`src/rtl/cam_if_pkg.sv`:
```
// Shared definitions for the camera dozen path.
// Holds the dozen/byte widths, the serializer FSM state type, the class
// encoding carried alongside each dozen, and a malformed-flag helper.
package cam_if_pkg;

  localparam int unsigned DOZEN_W = 12;
  localparam int unsigned BYTE_W  = 8;
  localparam int unsigned NIB_W   = 4;

  typedef enum logic [1:0] {
    S_EMPTY,
    S_NIB,
    S_TAIL
  } ser_state_e;

  localparam logic CLS_PIXEL = 1'b0;
  localparam logic CLS_META  = 1'b1;

  // A dozen must carry exactly one of the two class flags.
  function automatic logic is_malformed(input logic meta_flag, input logic pix_flag);
    return meta_flag == pix_flag;
  endfunction

endpackage

```
`src/rtl/dozen_byte_serializer.sv`:
```
// Repacks 12-bit dozens into an 8-bit byte stream. Two dozens of the same
// class form three bytes; a class change or a flush closes the run, padding
// an odd trailing nibble and flagging the final byte with byte_last.
// Malformed dozens (both or neither class flag) are consumed, dropped and
// counted in a saturating error counter.
//
// Ports:
//   clk, reset_n           clock, synchronous active-low reset
//   dozen_in, *_in_flag    dozen and its class flags
//   dozen_valid/ready      input handshake
//   flush                  single-cycle request to close the current run
//   byte_out, byte_valid   registered output byte and its valid
//   byte_ready             downstream accept
//   byte_metadata          byte belongs to a metadata run
//   byte_last              final byte of a run
//   err_count              saturating count of dropped malformed dozens
module dozen_byte_serializer
  import cam_if_pkg::*;
#(
  parameter logic [NIB_W-1:0] PAD_NIBBLE = 4'h0,
  parameter int unsigned      ERR_W      = 8
) (
  input  logic               clk,
  input  logic               reset_n,
  input  logic [DOZEN_W-1:0] dozen_in,
  input  logic               metadata_in_flag,
  input  logic               pixel_data_in_flag,
  input  logic               dozen_valid,
  output logic               dozen_ready,
  input  logic               flush,
  output logic [BYTE_W-1:0]  byte_out,
  output logic               byte_valid,
  input  logic               byte_ready,
  output logic               byte_metadata,
  output logic               byte_last,
  output logic [ERR_W-1:0]   err_count
);

  ser_state_e        state_q;
  logic [NIB_W-1:0]  nib_q;
  logic              cls_q;
  logic [BYTE_W-1:0] tail_q;
  logic              flush_pending_q;
  logic [BYTE_W-1:0] byte_q;
  logic              byte_valid_q;
  logic              byte_meta_q;
  logic              byte_last_q;
  logic [ERR_W-1:0]  err_q;

  logic out_free;
  logic malformed;
  logic cls_in;
  logic cls_match;
  logic dozen_fire;
  logic accept;
  logic drop;
  logic close_req;

  assign out_free   = !byte_valid_q || byte_ready;
  assign malformed  = is_malformed(metadata_in_flag, pixel_data_in_flag);
  assign cls_in     = metadata_in_flag ? CLS_META : CLS_PIXEL;
  // Malformed dozens never count as a class change; they are simply dropped.
  assign cls_match  = malformed || (cls_in == cls_q);
  assign dozen_fire = dozen_valid && dozen_ready;
  assign accept     = dozen_fire && !malformed;
  assign drop       = dozen_fire && malformed;
  assign close_req  = flush || flush_pending_q ||
                      (dozen_valid && !malformed && (cls_in != cls_q));

  always_comb begin
    dozen_ready = 1'b0;
    unique case (state_q)
      S_EMPTY: dozen_ready = out_free;
      S_NIB:   dozen_ready = out_free && !flush_pending_q && !flush && cls_match;
      S_TAIL:  dozen_ready = 1'b0;
      default: dozen_ready = 1'b0;
    endcase
  end

  always_ff @(posedge clk) begin
    if (!reset_n) begin
      state_q         <= S_EMPTY;
      nib_q           <= '0;
      cls_q           <= CLS_PIXEL;
      tail_q          <= '0;
      flush_pending_q <= 1'b0;
      byte_q          <= '0;
      byte_valid_q    <= 1'b0;
      byte_meta_q     <= 1'b0;
      byte_last_q     <= 1'b0;
      err_q           <= '0;
    end else begin
      if (drop && (err_q != '1)) begin
        err_q <= err_q + {{(ERR_W-1){1'b0}}, 1'b1};
      end

      // Byte taken (or slot empty): clear valid unless a new byte loads below.
      if (out_free) begin
        byte_valid_q <= 1'b0;
      end

      unique case (state_q)
        S_EMPTY: begin
          if (accept) begin
            byte_q       <= dozen_in[11:4];
            byte_valid_q <= 1'b1;
            byte_meta_q  <= cls_in;
            byte_last_q  <= 1'b0;
            nib_q        <= dozen_in[3:0];
            cls_q        <= cls_in;
            state_q      <= S_NIB;
            // A flush alongside the first dozen closes that new run.
            if (flush) begin
              flush_pending_q <= 1'b1;
            end
          end
        end
        S_NIB: begin
          if (accept) begin
            byte_q       <= {nib_q, dozen_in[11:8]};
            byte_valid_q <= 1'b1;
            byte_meta_q  <= cls_q;
            byte_last_q  <= 1'b0;
            tail_q       <= dozen_in[7:0];
            state_q      <= S_TAIL;
          end else if (out_free && close_req) begin
            byte_q          <= {nib_q, PAD_NIBBLE};
            byte_valid_q    <= 1'b1;
            byte_meta_q     <= cls_q;
            byte_last_q     <= 1'b1;
            flush_pending_q <= 1'b0;
            state_q         <= S_EMPTY;
          end else if (flush) begin
            flush_pending_q <= 1'b1;
          end
        end
        S_TAIL: begin
          if (out_free) begin
            byte_q          <= tail_q;
            byte_valid_q    <= 1'b1;
            byte_meta_q     <= cls_q;
            byte_last_q     <= flush_pending_q || flush;
            flush_pending_q <= 1'b0;
            state_q         <= S_EMPTY;
          end else if (flush) begin
            flush_pending_q <= 1'b1;
          end
        end
        default: state_q <= S_EMPTY;
      endcase
    end
  end

  assign byte_out      = byte_q;
  assign byte_valid    = byte_valid_q;
  assign byte_metadata = byte_meta_q;
  assign byte_last     = byte_last_q;
  assign err_count     = err_q;

endmodule

```
`config.mk`:
```
export PLATFORM = sky130hd
export DESIGN_NAME = dozen_byte_serializer
export DESIGN_NICKNAME = d
export VERILOG_FILES = /design/src/rtl/cam_if_pkg.sv /design/src/rtl/dozen_byte_serializer.sv
export SDC_FILE = /design/constraint.sdc
export NUM_CORES = 1
export LEC_CHECK = 0
export BUFFER_PORTS_ARGS = -buffer_cell sky130_fd_sc_hd__buf_2
export CORE_MARGIN = 8
export CORE_UTILIZATION = 48
export CTS_CLUSTER_DIAMETER = 40
export DETAILED_ROUTE_END_ITERATION = 10
export PLACE_DENSITY = 0.74
export RECOVER_POWER = 100
export SYNTH_ARGS = -nofsm -noshare
export SYNTH_HDL_FRONTEND = slang
export SYNTH_SLANG_ARGS = --single-unit
```
`constraint.sdc`:
```
create_clock -name clk -period 1.7 [get_ports clk]
set_input_delay 0.255 -clock clk [delete_from_list [all_inputs] [get_ports clk]]
set_output_delay 0.255 -clock clk [all_outputs]
set_load 0.01 [all_outputs]
```
Yosys cells after proc, flatten, opt, wreduce, memory -nomap -nowiden
Index checks and enable logic that the tools add are counted.
- flip-flop bits (word level): 35
- bits in latches: 0
- bits in writable memories: 0
- ROM bits: 0
- memories kept: 0
- add/sub/neg operators: 1
- multiply operators: 0
- divide/modulo/power cells: 0
- order comparisons: 0
- equality and inequality tests: 10
- shift operators: 0
- multiplexer cells: 34
- bitwise logic cells: 0
- reduce and logical (&&, ||, !) cells: 25
- operator list (kind ; number):
    2-to-1 mux 8 bit ; 4
    one-hot mux 8 bit (3 select lines) ; 1
    2-to-1 mux 1 bit ; 19
    one-hot mux 1 bit (3 select lines) ; 4
    logical AND 1 bit ; 10
    adder 8 x 1 -> 8 bit, second input constant ; 1
    2-to-1 mux 2 bit ; 4
    != test 8 bit, second input constant ; 1
    != test 2 bit, second input constant ; 3
    one-hot mux 2 bit (3 select lines) ; 1
    AND reduction 3 bit ; 2
    zero test 1 bit ; 4
    logical OR 1 bit ; 4
    AND reduction 2 bit ; 2
    AND reduction 4 bit ; 1
    != test 3 bit, second input constant ; 1
    nonzero test 3 bit ; 1
    == test 1 bit ; 2
    == test 2 x 1 -> 1 bit, second input constant ; 1
    == test 2 bit, second input constant ; 1
    zero test 2 bit ; 1
    one-hot mux 1 bit (2 select lines) ; 1
    != test 1 bit ; 1

Longest topological paths before layout
- depth after elaboration: 10
- gate-level depth with buffers: 9
- gate-level depth less buffers: 7

Worst setup path after synthesis
OpenSTA, ideal clock, no wires.
- path type: register -> register
- start: register state_q[1]
- end: register tail_q[2]
- setup time: 128 ps
- arrival time: 1728 ps
- data required time: 1572 ps
- slack: -155 ps
- cell stages (with the launch flop): 9
- path buffers: 1
- period minus slack after synthesis: 1855 ps
- cells stage by stage: dfxtp_1 -> inv_1 -> ha_1 -> nor4bb_2 -> or2_4 -> nor4b_4 -> buf_6 -> mux2i_1 -> nor2_1
- word-level cells in the longest chain between the ends: 5
- elaborated cells on any way between the ends: 6
- those cells by class: eq/ne (1); mux (1); reduce/logical (4)
- ends and longest elaborated chain (element ; RTL line ; RTL):
    start: declaration ; dozen_byte_serializer.sv:39 ; ser_state_e state_q;
    start signal: assignment ; dozen_byte_serializer.sv:82 ; state_q <= S_EMPTY;
    start signal: assignment ; dozen_byte_serializer.sv:111 ; state_q <= S_NIB;
    start signal: assignment ; dozen_byte_serializer.sv:125 ; state_q <= S_TAIL;
    == test 2 x 1 -> 1 bit or zero test 2 bit (tied branches) ; dozen_byte_serializer.sv:72, dozen_byte_serializer.sv:102 ;
    one-hot mux 1 bit (2 select lines) ; dozen_byte_serializer.sv:72 ; unique case (state_q)
    logical AND 1 bit ; dozen_byte_serializer.sv:64 ; assign dozen_fire = dozen_valid && dozen_ready;
    logical AND 1 bit ; dozen_byte_serializer.sv:65 ; assign accept = dozen_fire && !malformed;
    AND reduction 2 bit (no source line) * ; -- ;
    end signal: assignment ; dozen_byte_serializer.sv:124 ; tail_q <= dozen_in[7:0];
    end: declaration ; dozen_byte_serializer.sv:42 ; logic [BYTE_W-1:0] tail_q;
Mark *: on every way between the ends. The rest lies on a longest branch, timed or not.
A chain may end at the register's enable or synchronous reset.

Worst setup path in the final report
- start: register state_q[1]
- end: register flush_pending_q
- word-level cells in the longest chain between the ends: 6
- elaborated cells on any way between the ends: 11
- those cells by class: eq/ne (4); mux (2); reduce/logical (5)
- ends and longest elaborated chain (element ; RTL line ; RTL):
    == test 2 x 1 -> 1 bit or zero test 2 bit (tied branches) ; dozen_byte_serializer.sv:72, dozen_byte_serializer.sv:102 ;
    one-hot mux 1 bit (2 select lines) ; dozen_byte_serializer.sv:72 ;
    logical AND 1 bit ; dozen_byte_serializer.sv:64 ;
    logical AND 1 bit ; dozen_byte_serializer.sv:65 ;
    != test 2 bit (no source line) ; -- ;
    AND reduction 3 bit (no source line) ; -- ;
    end signal: assignment ; dozen_byte_serializer.sv:86 ; flush_pending_q <= 1'b0;
    end signal: assignment ; dozen_byte_serializer.sv:114 ; flush_pending_q <= 1'b1;
    end signal: assignment ; dozen_byte_serializer.sv:131 ; flush_pending_q <= 1'b0;
    end: declaration ; dozen_byte_serializer.sv:43 ; logic flush_pending_q;
Parallel ways exist; a longest one is shown, timed or not.

==> results.sh <==
export IMPL_r2r_start="state_q[1]"
export IMPL_coreArea_mm2=0.00372
export IMPL_vias_per_cell=5.68
export IMPL_nNetsFinal=317
export IMPL_place_area_mm2=0.00230
export IMPL_min_path_cells=3
export IMPL_synth_top_cell_by_area="dfxtp_1"
export IMPL_pre_cts_ws_ns=-0.167
export IMPL_pin_count=39
export IMPL_fin_crit_sh_pct=116
export IMPL_fillCellCount=295
export IMPL_synth_seq_area_share_pct=37.4
export IMPL_relSlewSlack_pct=69.3
export IMPL_cts_buffer_depth=2
export IMPL_remaining_drc_errors=0
export IMPL_worst_slew_pin_slew_ns=0.457
export IMPL_grt_max_degree=24
export IMPL_rsz0062_at_grt="yes"
export IMPL_netlist_instances=224
export IMPL_multi_input_area_mm2=0.00123
export IMPL_ant_nets=0
export IMPL_die_area_mm2=0.00616
export IMPL_num_antenna_cells=0
export IMPL_vdd_drop_max_mv=0.421
export IMPL_gp_congestion=0.817
export IMPL_maxCapViolCount=0
export IMPL_cts_buffers=5
export IMPL_synth_edf_count=0
export IMPL_min_to="tail_q[2]"
export IMPL_cts_tree="yes"
export IMPL_overflow=0
export IMPL_ff2ff_path_depth=10
export IMPL_num_rows=22
export IMPL_min_from="dozen_in[2]"
export IMPL_worst_setup_path_end_kind="flop"
export IMPL_period_needed_ns=1.98
export IMPL_clk_pin_slew_ns=0.07
export IMPL_cts_sinks=35
export IMPL_post_drt_wl_per_cell_um=17.4
export IMPL_arrival_ns=2.19
export IMPL_first_global_vias=1803
export IMPL_design_area_mm2=0.00264
export IMPL_outcome="finished with violations"
export IMPL_vias=1942
export IMPL_synth_area_per_cell_um2=8.37
export IMPL_ctsHoldBuffers=0
export IMPL_crit_type="reg2reg"
export IMPL_drive_above_1_share_pct=32.3
export IMPL_cp_required_ns=1.91
export IMPL_timing_final_max_slew_violations=0
export IMPL_total_leakage_power_uw=0.000975
export IMPL_p_per_area_mw_per_mm2=840
export IMPL_finalWorstSetupSlack_ns=-0.278
export IMPL_ys_types=48
export IMPL_antenna_found_initial=0
export IMPL_async_flop_share_pct=0
export IMPL_synth_area_mm2=0.00187
export IMPL_ys_flop_type="dfxtp_1"
export IMPL_dp_hpwl_mm=3.61
export IMPL_cp_start_kind="flop"
export IMPL_die_y_um=78.5
export IMPL_grt_pass1_wl_mm=8.54
export IMPL_synth_top_area_share_pct=37.4
export IMPL_r2r_slack_ns=-0.28
export IMPL_clock_latency_ns=0.29
export IMPL_setup_viol=27
export IMPL_first_iter_violations=148
export IMPL_drtPass1Iterations=4
export IMPL_worstReg2RegEnd="flush_pending_q"
export IMPL_timing_fmax_ghz=0.506
export IMPL_violations="negative setup slack"
export IMPL_start_util_pct=50.4
export IMPL_synth_nets=248
export IMPL_area_sequential_um2=703
export IMPL_areaGrowthSynthToFinish_pct=40.8
export IMPL_routed_wl_mm=5.95
export IMPL_h_tree_depth=2
export IMPL_yosys_warnings=0
export IMPL_root_buffer="clkbuf_8"
export IMPL_clock_skew_ns=0.00775
export IMPL_synth_area_leaders="dfxtp_1 37%, a21oi_1 6.1%, nor2_1 5.0%, mux2i_1 4.8%, nand3_1 4.0%"
export IMPL_io_buffers=38
export IMPL_hold_violations=0
export IMPL_cp_max_fo=4
export IMPL_grtUsageTotal_pct=16.9
export IMPL_die_w_um=78.5
export IMPL_ys_seq_elements=35
export IMPL_hold_class="in2reg"
## repair_timing
item | 4_1_cts | 5_1_grt
buffers inserted | 7 | 5
pin swaps | 9 | 17
endpoints found under the setup margin | 25 | 31
cloned | 2 | 1
resized for setup | 16 | 16
## layer usage
| layer | global-route usage (%) | share of wire [%] | vias to the layer above |
|---|---|---|---|
| met5 | 0 | 0 | - |
| met4 | 7.22 | 4.0 | 0 |
| li1 | - | - | 940 |
| met1 | 18.7 | 40 | 891 |
| met2 | 28.8 | 48 | 84 |
| met3 | 5.58 | 7.5 | 27 |
## how the worst max path moves through the flow
stage / start / end / depth (start not counted)
6_report: state_q[1] / flush_pending_q / 10
5_1_grt: state_q[1] / flush_pending_q / 10
4_1_cts: state_q[0] / dozen_ready / 7
3_5_place_dp: state_q[0] / byte_out[1] / 7
3_3_place_gp: state_q[0] / byte_out[1] / 7
2_1_floorplan: state_q[1] / tail_q[2] / 8
## cell families after synthesis
logic type,Yosys count,synth area share (%)
mux,9,4.81
simple gates,83,24.1
fa+ha+maj,5,3.34
xor+xnor,7,3.27
compound gates,61,20.6
flops,35,37.4
buf+inv,24,6.47
## synth_stat cells (3+ instances only)
library cell,count
dfxtp_1,35
nor2_1,25
a21oi_1,23
nand2_1,15
nand3_1,15
inv_1,9
mux2i_1,9
o21ai_1,7
clkbuf_1,6
nand4_1,6
o21a_1,6
xnor2_1,6
a211oi_1,5
ha_1,5
a22oi_1,4
buf_2,4
o21ai_0,4
buf_6,3
nor3_1,3
nor4_1,3
## cell type report
| class | count | area share (%) |
|---|---|---|
| Timing Repair Buffer | 76 | 19.3 |
| Multi-Input combinational cell | 166 | 46.8 |
| Clock buffer | 8 | 3.79 |
| Sequential cell | 35 | 26.6 |
| Inverter | 9 | 1.28 |
| Tap cell | 48 | 2.28 |
## registers in the layout, summed over array words and instances, names as in the netlist
name / cells
byte_last: 1
byte_metadata: 1
byte_out: 8
byte_valid: 1
cls_q: 1
err_count: 8
flush_pending_q: 1
nib_q: 4
state_q: 2
tail_q: 8
## critical path, stage by stage (launching register included)
cell and delay (ns):
dfxtp_2 0.34, inv_2 0.09, ha_4 0.19, nor4b_4 0.07, or2_4 0.27, nor4b_4 0.30, buf_4 0.18, buf_4 0.10
buf_4 0.08, and3b_1 0.16, nor3_1 0.13
## power breakdown
part	total (µW)	switching, µW	leakage [µW]	internal (µW)
Clock	665	295	0.0000515	370
Sequential	919	39.6	0.000286	879
Combinational	633	342	0.000637	291
## placed cells by master, fill, tap and decap left out, drive strengths merged, types with 3 or more instances in the layout
| cell type | count |
|---|---|
| nor2 | 25 |
| a22oi | 4 |
| a211oi | 6 |
| o21ai | 11 |
| inv | 9 |
| a21oi | 24 |
| mux2i | 9 |
| nand3 | 16 |
| nor4 | 3 |
| nand2 | 15 |
| ha | 5 |
| xnor2 | 6 |
| o21a | 6 |
| nor3 | 3 |
| buf | 55 |
| nand4 | 6 |
| dfxtp | 35 |
| clkbuf | 29 |
## per-stage QoR
step                util (%)  TNS (ns)  total power [µW]  hold slack (ns)  instances
global placement        61.9    -0.915              1440            0.438        321
floorplan                  -    -0.589              1260            0.402        224
detailed placement      61.9     -2.00              1450            0.449        321
CTS                     68.2     -1.68              2170            0.222        337
finish                  71.0     -3.90              2220            0.226        342
global route            71.0     -6.38              2310            0.230        342
Power figures use the tool's default switching activity.
